**config.mk**
```make
export PLATFORM = sky130hd
export DESIGN_NAME = seg7_scan_decoder
export DESIGN_NICKNAME = d
export VERILOG_FILES = /design/src/rtl/seg7_scan_decoder.sv
export SDC_FILE = /design/constraint.sdc
export NUM_CORES = 1
export LEC_CHECK = 0
export CORE_ASPECT_RATIO = 1.1
export CORE_MARGIN = 2
export CORE_UTILIZATION = 65
export CTS_CLUSTER_DIAMETER = 150
export DETAILED_ROUTE_END_ITERATION = 10
export PLACE_DENSITY = 0.9
export SYNTH_ARGS = -nofsm -noshare
export SYNTH_HDL_FRONTEND = slang
export SYNTH_SLANG_ARGS = --single-unit
export TNS_END_PERCENT = 100
```
**constraint.sdc**
```tcl
create_clock -name clk -period 8.05 [get_ports clk]
set_input_delay 0.805 -clock clk [delete_from_list [all_inputs] [get_ports clk]]
set_output_delay 0.805 -clock clk [all_outputs]
set_load 0.1 [all_outputs]
```
**src/rtl/seg7_scan_decoder.sv**
```systemverilog
// ---------------------------------------------------------------------------
// seg7_scan_decoder
//
// Passive decoder for a multiplexed, common-anode 7-segment display bus.
// Samples the active-low segment lines and digit enables, waits for a
// {an,seg} pattern to stay identical for STABLE synchronized cycles (which
// rejects ghosting while the driver switches digits), then decodes the glyph
// back to a 4-bit hex value for that digit position.
//
// Parameters
//   DIGITS : number of multiplexed digit positions (1..8)
//   STABLE : identical synchronized samples required before capture (2..255)
//   STALE  : cycles without refresh before valid[i] clears, 0 disables ageing
//
// Ports
//   clk       in   system clock
//   rst_n     in   asynchronous active-low reset
//   seg[6:0]  in   segments gfedcba, active-low, asynchronous to clk
//   an        in   digit enables, active-low, asynchronous to clk
//   hex       out  decoded nibble per digit, digit i at hex[4i+3:4i]
//   valid     out  digit i holds a recognized, non-stale glyph
//   upd       out  one-cycle pulse on every capture
//   upd_idx   out  digit index of the capture flagged by upd
//   err       out  one-cycle pulse when a stable pattern matches no glyph
//
// Optional feature (macro SEG7_DP_EN):
//   dp        in   decimal point, active-low, part of the compared sample
//   dp_out    out  captured decimal point per digit (active-high)
// ---------------------------------------------------------------------------
module seg7_scan_decoder #(
  parameter int unsigned DIGITS = 4,
  parameter int unsigned STABLE = 4,
  parameter logic [23:0] STALE  = 24'd1000000
) (
  input  logic                  clk,
  input  logic                  rst_n,
  input  logic [6:0]            seg,
  input  logic [DIGITS-1:0]     an,
`ifdef SEG7_DP_EN
  input  logic                  dp,
  output logic [DIGITS-1:0]     dp_out,
`endif
  output logic [4*DIGITS-1:0]   hex,
  output logic [DIGITS-1:0]     valid,
  output logic                  upd,
  output logic [2:0]            upd_idx,
  output logic                  err
);

`ifdef SEG7_DP_EN
  localparam int unsigned DP_W = 1;
`else
  localparam int unsigned DP_W = 0;
`endif
  // Sample layout: {an, seg[, dp]}
  localparam int unsigned SW       = DIGITS + 7 + DP_W;
  localparam logic [7:0]  STABLE_C = 8'(STABLE);

  typedef enum logic [1:0] {S_IDLE, S_FILTER, S_HELD} state_e;
  typedef enum logic [1:0] {GLYPH_HEX, GLYPH_BLANK, GLYPH_UNKNOWN} glyph_kind_e;
  typedef struct packed {
    glyph_kind_e kind;
    logic [3:0]  value;
  } glyph_t;

  function automatic glyph_t decode_glyph(input logic [6:0] s);
    glyph_t g;
    g.kind  = GLYPH_HEX;
    g.value = 4'h0;
    case (s)
      7'b1000000: g.value = 4'h0;
      7'b1111001: g.value = 4'h1;
      7'b0100100: g.value = 4'h2;
      7'b0110000: g.value = 4'h3;
      7'b0011001: g.value = 4'h4;
      7'b0010010: g.value = 4'h5;
      7'b0000010: g.value = 4'h6;
      7'b1111000: g.value = 4'h7;
      7'b0000000: g.value = 4'h8;
      7'b0010000: g.value = 4'h9;
      7'b0001000: g.value = 4'hA;
      7'b0000011: g.value = 4'hB;
      7'b1000110: g.value = 4'hC;
      7'b0100001: g.value = 4'hD;
      7'b0000110: g.value = 4'hE;
      7'b0001110: g.value = 4'hF;
      7'b1111111: g.kind  = GLYPH_BLANK;
      default:    g.kind  = GLYPH_UNKNOWN;
    endcase
    return g;
  endfunction

  // ---------------------------------------------------------------- input path
  logic [SW-1:0] raw_sample;
  logic [SW-1:0] sync1_q, sync2_q, prev_q;

`ifdef SEG7_DP_EN
  assign raw_sample = {an, seg, dp};
`else
  assign raw_sample = {an, seg};
`endif

  // Synchronizers idle at all-ones so reset looks like "nothing driven".
  always_ff @(posedge clk or negedge rst_n) begin
    if (!rst_n) begin
      sync1_q <= '1;
      sync2_q <= '1;
      prev_q  <= '1;
    end else begin
      // NOTE: state updates use non-blocking assignments so every flop samples pre-edge values.
      sync1_q <= raw_sample;
      sync2_q <= sync1_q;
      prev_q  <= sync2_q;
    end
  end

  logic [DIGITS-1:0] an_s;
  logic [6:0]        seg_s;
  logic              an_ok;
  logic              same;
  logic [2:0]        digit_idx;

  assign an_s  = sync2_q[SW-1 -: DIGITS];
  assign seg_s = sync2_q[DP_W +: 7];
  assign an_ok = $onehot(~an_s);
  assign same  = (sync2_q == prev_q);

  always_comb begin
    digit_idx = '0;
    for (int i = 0; i < DIGITS; i++) begin
      if (!an_s[i]) digit_idx = 3'(i);
    end
  end

  // ------------------------------------------------------------- filter FSM
  state_e     state_q, state_d;
  logic [7:0] count_q, count_d;
  logic       capture;

  always_ff @(posedge clk or negedge rst_n) begin
    if (!rst_n) begin
      state_q <= S_IDLE;
      count_q <= '0;
    end else begin
      state_q <= state_d;
      count_q <= count_d;
    end
  end

  always_comb begin
    // NOTE: every output gets a default at the top so no path infers a latch.
    state_d = state_q;
    count_d = count_q;
    capture = 1'b0;
    case (state_q)
      S_IDLE: begin
        count_d = '0;
        if (an_ok) begin
          state_d = S_FILTER;
          count_d = 8'd1;
        end
      end
      S_FILTER: begin
        if (!an_ok) begin
          state_d = S_IDLE;
          count_d = '0;
        end else begin
          count_d = same ? count_q + 8'd1 : 8'd1;
          if (count_d == STABLE_C) begin
            capture = 1'b1;
            state_d = S_HELD;
          end
        end
      end
      S_HELD: begin
        // Already captured; only a change in the sample restarts filtering.
        if (!same) begin
          state_d = an_ok ? S_FILTER : S_IDLE;
          count_d = an_ok ? 8'd1 : 8'd0;
        end
      end
      default: begin
        state_d = S_IDLE;
        count_d = '0;
      end
    endcase
  end

  // --------------------------------------------------------------- datapath
  logic [4*DIGITS-1:0] hex_q, hex_d;
  logic [DIGITS-1:0]   valid_q, valid_d;
  logic [23:0]         age_q [DIGITS];
  logic [23:0]         age_d [DIGITS];
  logic                upd_q, upd_d, err_q, err_d;
  logic [2:0]          upd_idx_q, upd_idx_d;
  glyph_t              glyph;
`ifdef SEG7_DP_EN
  logic [DIGITS-1:0]   dp_out_q, dp_out_d;
`endif

  assign glyph = decode_glyph(seg_s);

  always_comb begin
    hex_d     = hex_q;
    valid_d   = valid_q;
    age_d     = age_q;
    upd_d     = 1'b0;
    err_d     = 1'b0;
    upd_idx_d = upd_idx_q;
`ifdef SEG7_DP_EN
    dp_out_d  = dp_out_q;
`endif
    for (int i = 0; i < DIGITS; i++) begin
      if (STALE != 24'd0 && valid_q[i]) begin
        if (age_q[i] != STALE) age_d[i] = age_q[i] + 24'd1;
        if (age_d[i] == STALE) valid_d[i] = 1'b0;
      end
      // During a capture an_s is one-hot-low, so ~an_s selects the digit.
      // A capture overrides expiry on the same cycle.
      if (capture && !an_s[i]) begin
        valid_d[i] = (glyph.kind == GLYPH_HEX);
        if (glyph.kind == GLYPH_HEX) begin
          hex_d[4*i +: 4] = glyph.value;
          age_d[i]        = '0;
        end
`ifdef SEG7_DP_EN
        if (glyph.kind != GLYPH_UNKNOWN) dp_out_d[i] = ~sync2_q[0];
`endif
      end
    end
    if (capture) begin
      upd_d     = 1'b1;
      upd_idx_d = digit_idx;
      err_d     = (glyph.kind == GLYPH_UNKNOWN);
    end
  end

  always_ff @(posedge clk or negedge rst_n) begin
    if (!rst_n) begin
      hex_q     <= '0;
      valid_q   <= '0;
      upd_q     <= 1'b0;
      err_q     <= 1'b0;
      upd_idx_q <= '0;
      // NOTE: the per-digit age counters are few, so they are reset like ordinary flops rather than treated as memory.
      for (int i = 0; i < DIGITS; i++) age_q[i] <= '0;
`ifdef SEG7_DP_EN
      dp_out_q  <= '0;
`endif
    end else begin
      hex_q     <= hex_d;
      valid_q   <= valid_d;
      upd_q     <= upd_d;
      err_q     <= err_d;
      upd_idx_q <= upd_idx_d;
      for (int i = 0; i < DIGITS; i++) age_q[i] <= age_d[i];
`ifdef SEG7_DP_EN
      dp_out_q  <= dp_out_d;
`endif
    end
  end

  assign hex     = hex_q;
  assign valid   = valid_q;
  assign upd     = upd_q;
  assign upd_idx = upd_idx_q;
  assign err     = err_q;
`ifdef SEG7_DP_EN
  assign dp_out  = dp_out_q;
`endif

endmodule

```
# After elaboration in Yosys (flattened, before gate mapping)
# Index checks and enable logic that the tools add are counted.
[op_classes]
add_sub_neg = 8
muxes = 53
n_bitwise = 1
n_reduce_logical = 17
eq_ne = 33
[op_table]
columns = ["op", "n"]
rows = [
  ["24-bit 2-to-1 mux", 20],
  ["24-bit by 1-bit adder with 24-bit output, second input constant", 4],
  ["24-bit by 20-bit == test with 1-bit output, second input constant", 4],
  ["24-bit by 20-bit inequality test with 1-bit output, second input constant", 4],
  ["4-bit case mux with 15 select lines", 1],
  ["7-bit == test, second input constant", 5],
  ["8-bit 2-to-1 mux", 3],
  ["8-bit case mux with 3 select lines", 1],
  ["7-bit by 5-bit == test with 1-bit output, second input constant", 3],
  ["7-bit by 6-bit == test with 1-bit output, second input constant", 3],
  ["1-bit 2-to-1 mux", 20],
  ["16-bit OR reduction", 1],
  ["7-bit by 2-bit == test with 1-bit output, second input constant", 2],
  ["7-bit by 4-bit == test with 1-bit output, second input constant", 2],
  ["11-bit == test", 1],
  ["8-bit by 1-bit adder with 8-bit output, second input constant", 1],
  ["8-bit by 3-bit == test with 1-bit output, second input constant", 1],
  ["2-bit 2-to-1 mux", 4],
  ["2-bit AND reduction", 4],
  ["7-bit by 3-bit == test with 1-bit output, second input constant", 1],
  ["7-bit zero test", 1],
  ["3-bit 2-to-1 mux", 2],
  ["2-bit case mux with 3 select lines", 1],
  ["1-bit by 1-bit adder with 2-bit output", 2],
  ["12 further kinds", 21],
]
[totals]
elab_cells = 129
regBits = 164

# Depth between registers and ports, before layout
# Gate-level depths: netlist of the first run.
[logic_depth]
depth_word = 8
ltp_mapped = 12
depth_no_buf = 11

# Least setup slack after synthesis of the first run
# Ideal clock, no wire load.
[synth_path]
path_kind = "register -> register"
from = "register sync2_q[8]"
to = "register valid_q[3] (netlist: valid[3])"
arrival_ns = 2.896
path_buffers = 0
path_slack_ns = 5.022
setup_time_ns = 0.131
stages_incl_launch_ff = 12
cell_sequence = "dfstp_2 -> fa_1 -> inv_1 -> ha_1 -> ha_1 -> nor3b_1 -> nand3b_1 -> nor4_1 -> nand2_1 -> o21a_1 -> nor2_1 -> a21oi_1"
[synth_via]
elab_chain_len = 8
word_cells_on_any_way = 12
cone_classes = "2 x add/sub; 3 x eq/ne; 5 x mux; 1 x bitwise; 1 x reduce/logical"
[synth_lines]
columns = ["element", "line", "text"]
rows = [
  ["start: declaration", "95", "logic [SW-1:0] sync1_q, sync2_q, prev_q;"],
  ["start signal: assignment", "112", "sync2_q <= sync1_q;"],
  ["11-bit == test or 4-bit inverter (tied branches)", "126, 125", ""],
  ["8-bit 2-to-1 mux or 1-bit by 1-bit adder with 2-bit output (tied branches)", "168, 125", ""],
  ["8-bit by 3-bit == test with 1-bit output or 2-bit by 2-bit adder with 3-bit output (tied branches)", "169, 125", ""],
  ["1-bit 2-to-1 mux or 3-bit by 1-bit == test with 1-bit output (tied branches)", "169, 125", ""],
  ["1-bit 2-to-1 mux (*)", "164", "if (!an_ok) begin"],
  ["1-bit 2-to-1 mux (*)", "155", "case (state_q)"],
  ["1-bit logical AND (*)", "220", "if (capture && !an_s[i]) begin"],
  ["1-bit 2-to-1 mux (*)", "220", ""],
  ["named net valid_d[3]", "191", "logic [DIGITS-1:0] valid_q, valid_d;"],
  ["end signal: assignment", "252", "valid_q <= valid_d;"],
  ["end: declaration", "191", ""],
]
# The timed path passes the listed nets; every way through them passes the cells marked *.
# A chain may end at the register's enable or synchronous reset.

# Final worst setup path of the first run
[layout_path]
from = "register sync2_q[10]"
to = "register valid_q[3] (netlist: valid[3])"
[layout_via]
elab_chain_len = 8
word_cells_on_any_way = 13
cone_classes = "2 x add/sub; 3 x eq/ne; 5 x mux; 1 x bitwise; 2 x reduce/logical"
[layout_lines]
columns = ["element", "line"]
rows = [
  ["11-bit == test or 4-bit inverter (tied branches)", "126, 125"],
  ["8-bit 2-to-1 mux or 1-bit by 1-bit adder with 2-bit output (tied branches)", "168, 125"],
  ["8-bit by 3-bit == test with 1-bit output or 2-bit by 2-bit adder with 3-bit output (tied branches)", "169, 125"],
  ["1-bit 2-to-1 mux or 3-bit by 1-bit == test with 1-bit output (tied branches)", "169, 125"],
  ["1-bit 2-to-1 mux", "164"],
  ["1-bit 2-to-1 mux", "155"],
  ["1-bit logical AND (*)", "220"],
  ["1-bit 2-to-1 mux (*)", "220"],
  ["named net valid_d[3]", "191"],
]
# Marks and branches as above.

==> impl_metrics.json, run 1 <==
{
  "outcome": "finished clean",
  "whs_ns": 0.356,
  "grt_pass1_wl_mm": 36.0,
  "finalWirelength_mm": 21.4,
  "first_pass_iters": 5,
  "synth_edf_count": 0,
  "insertion_delay_ns": 0.44,
  "critical_path_class": "register to register",
  "wl_per_cell_microns": 17.5,
  "slew_headroom_pct": 17.3,
  "dp_hpwl_mm": 13.4,
  "ant_nets": 0,
  "r2r-end": "valid[3]$_DFF_PN0_",
  "synth-seq-cells": 163,
  "hold_violations": 0,
  "pre_cts_ws_ns": 4.25,
  "grt_pass1_vias": 7341,
  "fin_setup_tns_ns": 0,
  "final_common_cell": "nor2_1",
  "drc": 0,
  "numPortBuffers": 36,
  "syn_to_final_growth_pct": 10.3,
  "grt_usage_pct": 28.9,
  "cts_made_buffers": 17,
  "rrSetupSlack_ns": 4.06,
  "worst_pin_slew_ns": 1.24,
  "irDropWorstVdd_mv": 0.195,
  "power_density_mw_per_mm2": 168,
  "clkTransAtPathRegs_ns": 0.06,
  "root_buffer": "clkbuf_16",
  "gp_congestion": 0.914,
  "synth_cell_types": 69,
  "cp-startpoint": "sync2_q[10]$_DFF_PN1_",
  "cp-start-kind": "register",
  "clkSinkCount": 163,
  "finish.instance_area_sq_mm": 0.0103,
  "diodes": 0,
  "hold_class": "register to register",
  "via_count": 7732,
  "fp.coreArea_sq_mm": 0.0139,
  "syn_area_sq_mm": 0.00934,
  "end_kind": "register",
  "multi_input_area_sq_mm": 0.00488,
  "cts_resized": 0,
  "rsz0062_at_grt": "false",
  "placed_area_sq_mm": 0.00970,
  "r2r_start": "sync2_q[10]$_DFF_PN1_",
  "postSynthCellCount": 1027,
  "synth_ff_type": "dfrtp_1",
  "final_cell_mix": "nor2_1, dfrtp_1, xor2_1",
  "antenna_found_initial": 0,
  "cp_data_arrival_time_ns": 4.34,
  "dieArea_sq_mm": 0.0153,
  "reg2reg_depth": 11,
  "die_height_microns": 130,
  "drive_above_1_share_pct": 8.91,
  "floorplan.rows": 45,
  "htreeDepth": 4,
  "slew_violations": 0,
  "synth-seq-area-share_pct": 44.1,
  "required_ns": 8.41,
  "fillers": 935,
  "syn_nets": 1056,
  "initial_utilization_pct": 67.2,
  "grt_max_degree": 98,
  "fin_nets": 1048,
  "cap_viol_max_count": 0,
  "finalSetupViolations": 0,
  "synth.avg_cell_area_sq_um": 9.09,
  "postCtsHoldBufs": 0,
  "fin_skew_ns": 0.0136,
  "crit_path_max_fanout": 34,
  "synthArstFlopShare_pct": 100,
  "power_mw": 1.74,
  "routed_via_density": 6.34,
  "die_w_microns": 118,
  "fin_crit_ns": 3.99,
  "p_leak_nw": 4.44,
  "cts_tree": "done",
  "register_area_sq_mm": 0.00412,
  "ioPinCount": 38,
  "grt_overflow_total": 0,
  "period_share_pct": 49.5,
  "drt-initial-drc-count": 668,
  "post_cts_buffers": 0,
  "clk_path_buf_depth": 2,
  "endpoint": "valid[3]$_DFF_PN0_",
  "synth-warning-count": 0,
  "clock.fmax_ghz": 0.251,
  "setup_slack_ns": 4.06
}
==> final cells by class <==
class	count	share of cell area, %
multi-input combinational	776	47.4
sequential	163	40.0
clock buffer	21	4.66
timing repair buffer	37	3.58
tap	188	2.28
clock inverter	11	1.21
inverter	24	0.874
==> worst min path at each step <==
stage / from / end / slack (ns) / cells past startpoint
finish: sync1_q[0]$_DFF_PN1_ / sync2_q[0]$_DFF_PN1_ / 0.36 / 0
CTS: sync1_q[0]$_DFF_PN1_ / sync2_q[0]$_DFF_PN1_ / 0.35 / 0
global route: sync1_q[0]$_DFF_PN1_ / sync2_q[0]$_DFF_PN1_ / 0.36 / 0
global placement: sync1_q[2]$_DFF_PN1_ / sync2_q[2]$_DFF_PN1_ / 0.35 / 0
detailed placement: sync1_q[0]$_DFF_PN1_ / sync2_q[0]$_DFF_PN1_ / 0.35 / 0
floorplan: sync1_q[0]$_DFF_PN1_ / sync2_q[0]$_DFF_PN1_ / 0.35 / 0
==> sequential cells by signal (all words and copies together) (netlist names) <==
register,count
prev_q,11
upd,1
state_q,2
count_q,8
age_q,96
valid,4
sync2_q,11
hex,16
sync1_q,11
upd_idx,2
err,1
==> power by group <==
part           internal (mW)  switching, mW  leakage (nW)
Combinational         0.0185         0.0328          1.98
Clock                  0.490          0.342         0.295
Sequential             0.837         0.0156          2.16
Total                   1.35          0.390          4.44
==> routing by layer <==
layer	global-route usage [%]	part of all wire, %	vias to the layer above	wire [microns]
met5	0	0	-	0
met4	11.2	2.9	0	622
met3	6.51	6.7	58	1440
met2	48.2	49	341	10400
met1	37.1	42	3743	8890
li1	-	-	3590	-
==> metrics by stage <==
| stage | utilization (%) | instances |
|---|---|---|
| 5_1_grt | 74.1 | 1220 |
| 2_1_floorplan | - | 1027 |
| 6_report | 74.1 | 1220 |
| 4_1_cts | 74.1 | 1220 |
| 3_5_place_dp | 69.7 | 1188 |
| 3_3_place_gp | 69.7 | 1188 |
==> kinds of logic after synthesis <==
kind of cell	after synthesis	share of synthesized area (%)
AO/OA/AOI/OAI	112	7.84
AND/OR/NAND/NOR	503	28.2
buffers and inverters	88	3.86
adder cells (fa/ha/maj)	16	2.22
multiplexers	12	1.31
other	1	0.0402
XOR/XNOR	132	12.4
flip-flops	163	44.1
==> Yosys cell counts (7+ instances only) <==
cell type | instances | area (sq um)
and2_1 | 12 | 75.1
nor3b_1 | 9 | 67.6
a21oi_1 | 37 | 185
ha_1 | 15 | 188
nor3_1 | 35 | 175
and3_1 | 25 | 156
nand2b_1 | 7 | 43.8
mux2i_1 | 10 | 100
clkbuf_1 | 43 | 161
nand2_1 | 71 | 267
nor4_1 | 20 | 125
buf_2 | 18 | 90.1
xor2_1 | 75 | 657
or3_1 | 10 | 62.6
o21ai_0 | 16 | 80.1
xnor2_1 | 57 | 499
a31oi_1 | 12 | 75.1
nand3_1 | 56 | 280
nand4_1 | 50 | 313
dfstp_2 | 33 | 867
nor2_1 | 148 | 556
and4_1 | 12 | 105
dfrtp_1 | 130 | 3250
inv_1 | 24 | 90.1
==> critical path, cell delays in order, from the launching register on <==
cell	delay (ns)
dfstp_2	0.63
fa_1	0.46
inv_1	0.08
ha_1	0.14
ha_1	0.22
nor3b_1	0.35
nand3b_1	0.19
inv_1	0.09
nand3_1	0.31
nor3_4	1.05
nor4_1	0.16
a21oi_1	0.20
No activity file was read; power rests on OpenSTA's default activity.
==> run 2: changes to the inputs <==
CORE_UTILIZATION = 56   (was 65)
PLACE_DENSITY = 0.83   (was 0.9)
clock period = 3.45 ns   (was 8.05 ns; I/O delays follow)
==> impl_metrics.json, run 2 (synthesis gave the netlist of run 1 again) <==
{
  "required_ns": 3.81,
  "postCtsHoldBufs": 0,
  "register_area_sq_mm": 0.00412,
  "cp_slowest_cell": "dfstp_2",
  "fin_setup_tns_ns": 0,
  "insertion_delay_ns": 0.44,
  "hold_violations": 0,
  "cts_tree": "done",
  "first_pass_iters": 5,
  "crit_path_max_fanout": 34,
  "dieArea_sq_mm": 0.0177,
  "rrSetupSlack_ns": 0.36,
  "dp_hpwl_mm": 13.2,
  "die_height_microns": 139,
  "rsz0062_at_grt": "false",
  "worst_pin_slew_ns": 1.02,
  "floorplan.rows": 49,
  "power_density_mw_per_mm2": 379,
  "grt_pass1_vias": 7043,
  "placed_area_sq_mm": 0.00984,
  "grt_pass1_wl_mm": 33.6,
  "slew_violations": 0,
  "routed_via_density": 5.95,
  "multi_input_area_sq_mm": 0.00489,
  "power_mw": 3.94,
  "drt-initial-drc-count": 517,
  "cp_data_arrival_time_ns": 3.45,
  "largest-register": "age_q",
  "grt_max_degree": 109,
  "fin_skew_ns": 0.00679,
  "antenna_found_initial": 0,
  "htreeDepth": 4,
  "outcome": "finished clean",
  "ioPinCount": 38,
  "gp_congestion": 0.930,
  "switching_share_pct": 21.9,
  "fin_nets": 1058,
  "ant_nets": 0,
  "final_cell_mix": "nor2_1, dfrtp_1, xor2_1",
  "drc": 0,
  "p_leak_nw": 4.47,
  "via_count": 7413,
  "drive_above_1_share_pct": 9.60,
  "end_kind": "register",
  "cap_viol_max_count": 0,
  "clockPowerShare_pct": 46.5,
  "wl_per_cell_microns": 15.9,
  "critical_path_class": "register to register",
  "fin_crit_ns": 3.09,
  "grt_usage_pct": 23.1,
  "path_cells": "fa_1 > inv_1 > ha_1 > ha_1 > nor3b_2 > nand3b_1 > inv_1 > nand3_1 > nor3_4 > buf_12 > nor4_1 > a21oi_1",
  "slew_headroom_pct": 31.9,
  "diodes": 0,
  "die_w_microns": 127,
  "irDropWorstVdd_mv": 0.338,
  "fp.coreArea_sq_mm": 0.0164,
  "p_int_mw": 3.08,
  "final_common_cell": "nor2_1",
  "largest_reg_flops": 96,
  "clk_path_buf_depth": 2,
  "critPathMaxStageDelay_ns": 0.63,
  "syn_to_final_growth_pct": 11.5,
  "clock.fmax_ghz": 0.324,
  "r2r_start": "sync2_q[10]$_DFF_PN1_",
  "clkTransAtPathRegs_ns": 0.06,
  "period_share_pct": 89.5,
  "finalSetupViolations": 0,
  "reg2reg_depth": 12,
  "hold_class": "input pin to async pin",
  "clkSinkCount": 163,
  "fillers": 1283,
  "cts_made_buffers": 17,
  "utilization_pct": 63.6,
  "initial_utilization_pct": 57.1,
  "finish.instance_area_sq_mm": 0.0104,
  "cp-start-kind": "register",
  "r2r-end": "valid[3]$_DFF_PN0_",
  "numPortBuffers": 36,
  "root_buffer": "clkbuf_16",
  "grt_overflow_total": 0,
  "finalWirelength_mm": 19.8,
  "power_frac_seq_pct": 50.4,
  "p_comb_share_pct": 3.1,
  "p_sw_mw": 0.865
}
run 2: layout make-up:
| class | count | share of cell area, % |
|---|---|---|
| multi-input combinational | 776 | 47.0 |
| sequential | 163 | 39.6 |
| timing repair buffer | 47 | 4.70 |
| clock buffer | 23 | 4.40 |
| tap | 204 | 2.45 |
| clock inverter | 9 | 1.06 |
| inverter | 24 | 0.865 |
run 2: critical path, delay by kind of cell, from the launching register on:
family          cells  cell delay (ns)
fa+ha+maj           3             0.82
flops               1             0.63
compound gates      1             0.15
buf+inv             3             0.37
simple gates        5             1.05
run 2: worst max-delay path by stage:
stage | from | to | slack (ns) | depth (start not counted)
global route | sync2_q[10]$_DFF_PN1_ | valid[3]$_DFF_PN0_ | 0.18 | 12
CTS | sync2_q[10]$_DFF_PN1_ | valid[3]$_DFF_PN0_ | 0.25 | 12
floorplan | sync2_q[8]$_DFF_PN1_ | valid[3]$_DFF_PN0_ | 0.42 | 11
detailed placement | sync2_q[10]$_DFF_PN1_ | hex[7]$_DFFE_PN0P_ | 0.30 | 12
global placement | sync2_q[10]$_DFF_PN1_ | valid[1]$_DFF_PN0_ | 0.41 | 12
finish | sync2_q[10]$_DFF_PN1_ | valid[3]$_DFF_PN0_ | 0.36 | 12
run 2: timing repair:
item / CTS / global route
setup buffers: 0 / 0
setup endpoints to repair: 0 / 1
resized for setup: 0 / 1
run 2: routing by layer:
metal | track usage, % | share of wire (%) | vias up
met1 | 30.9 | 45 | 3608
met3 | 4.50 | 4.1 | 35
met5 | 0 | 0 | -
met2 | 37.0 | 48 | 162
li1 | - | - | 3608
met4 | 9.66 | 2.5 | 0
run 2: through the flow:
| stage | hold WS, ns | instances | setup WS (ns) |
|---|---|---|---|
| final | 0.00803 | 1246 | 0.362 |
| after global routing | 0.0989 | 1246 | 0.176 |
| after CTS | 0.0732 | 1246 | 0.249 |
| after detailed placement | 0.348 | 1214 | 0.302 |
| after global placement | 0.346 | 1214 | 0.414 |
| after floorplan | 0.0494 | 1027 | 0.422 |
run 2: power groups by stage:
stage | logic (mW) | registers [mW] | clock network, mW
after floorplan | 0.0677 | 2.00 | 0
after global placement | 0.121 | 2.02 | 0
after detailed placement | 0.124 | 2.02 | 0
after CTS | 0.125 | 1.99 | 1.87
after global routing | 0.138 | 1.99 | 1.95
final | 0.122 | 1.99 | 1.84
==> run 3: changes to the inputs <==
CTS_CLUSTER_SIZE = 25   (was unset)
==> results of run 3 <==
Final layout, timing and power as in run 2 (identical DEF).
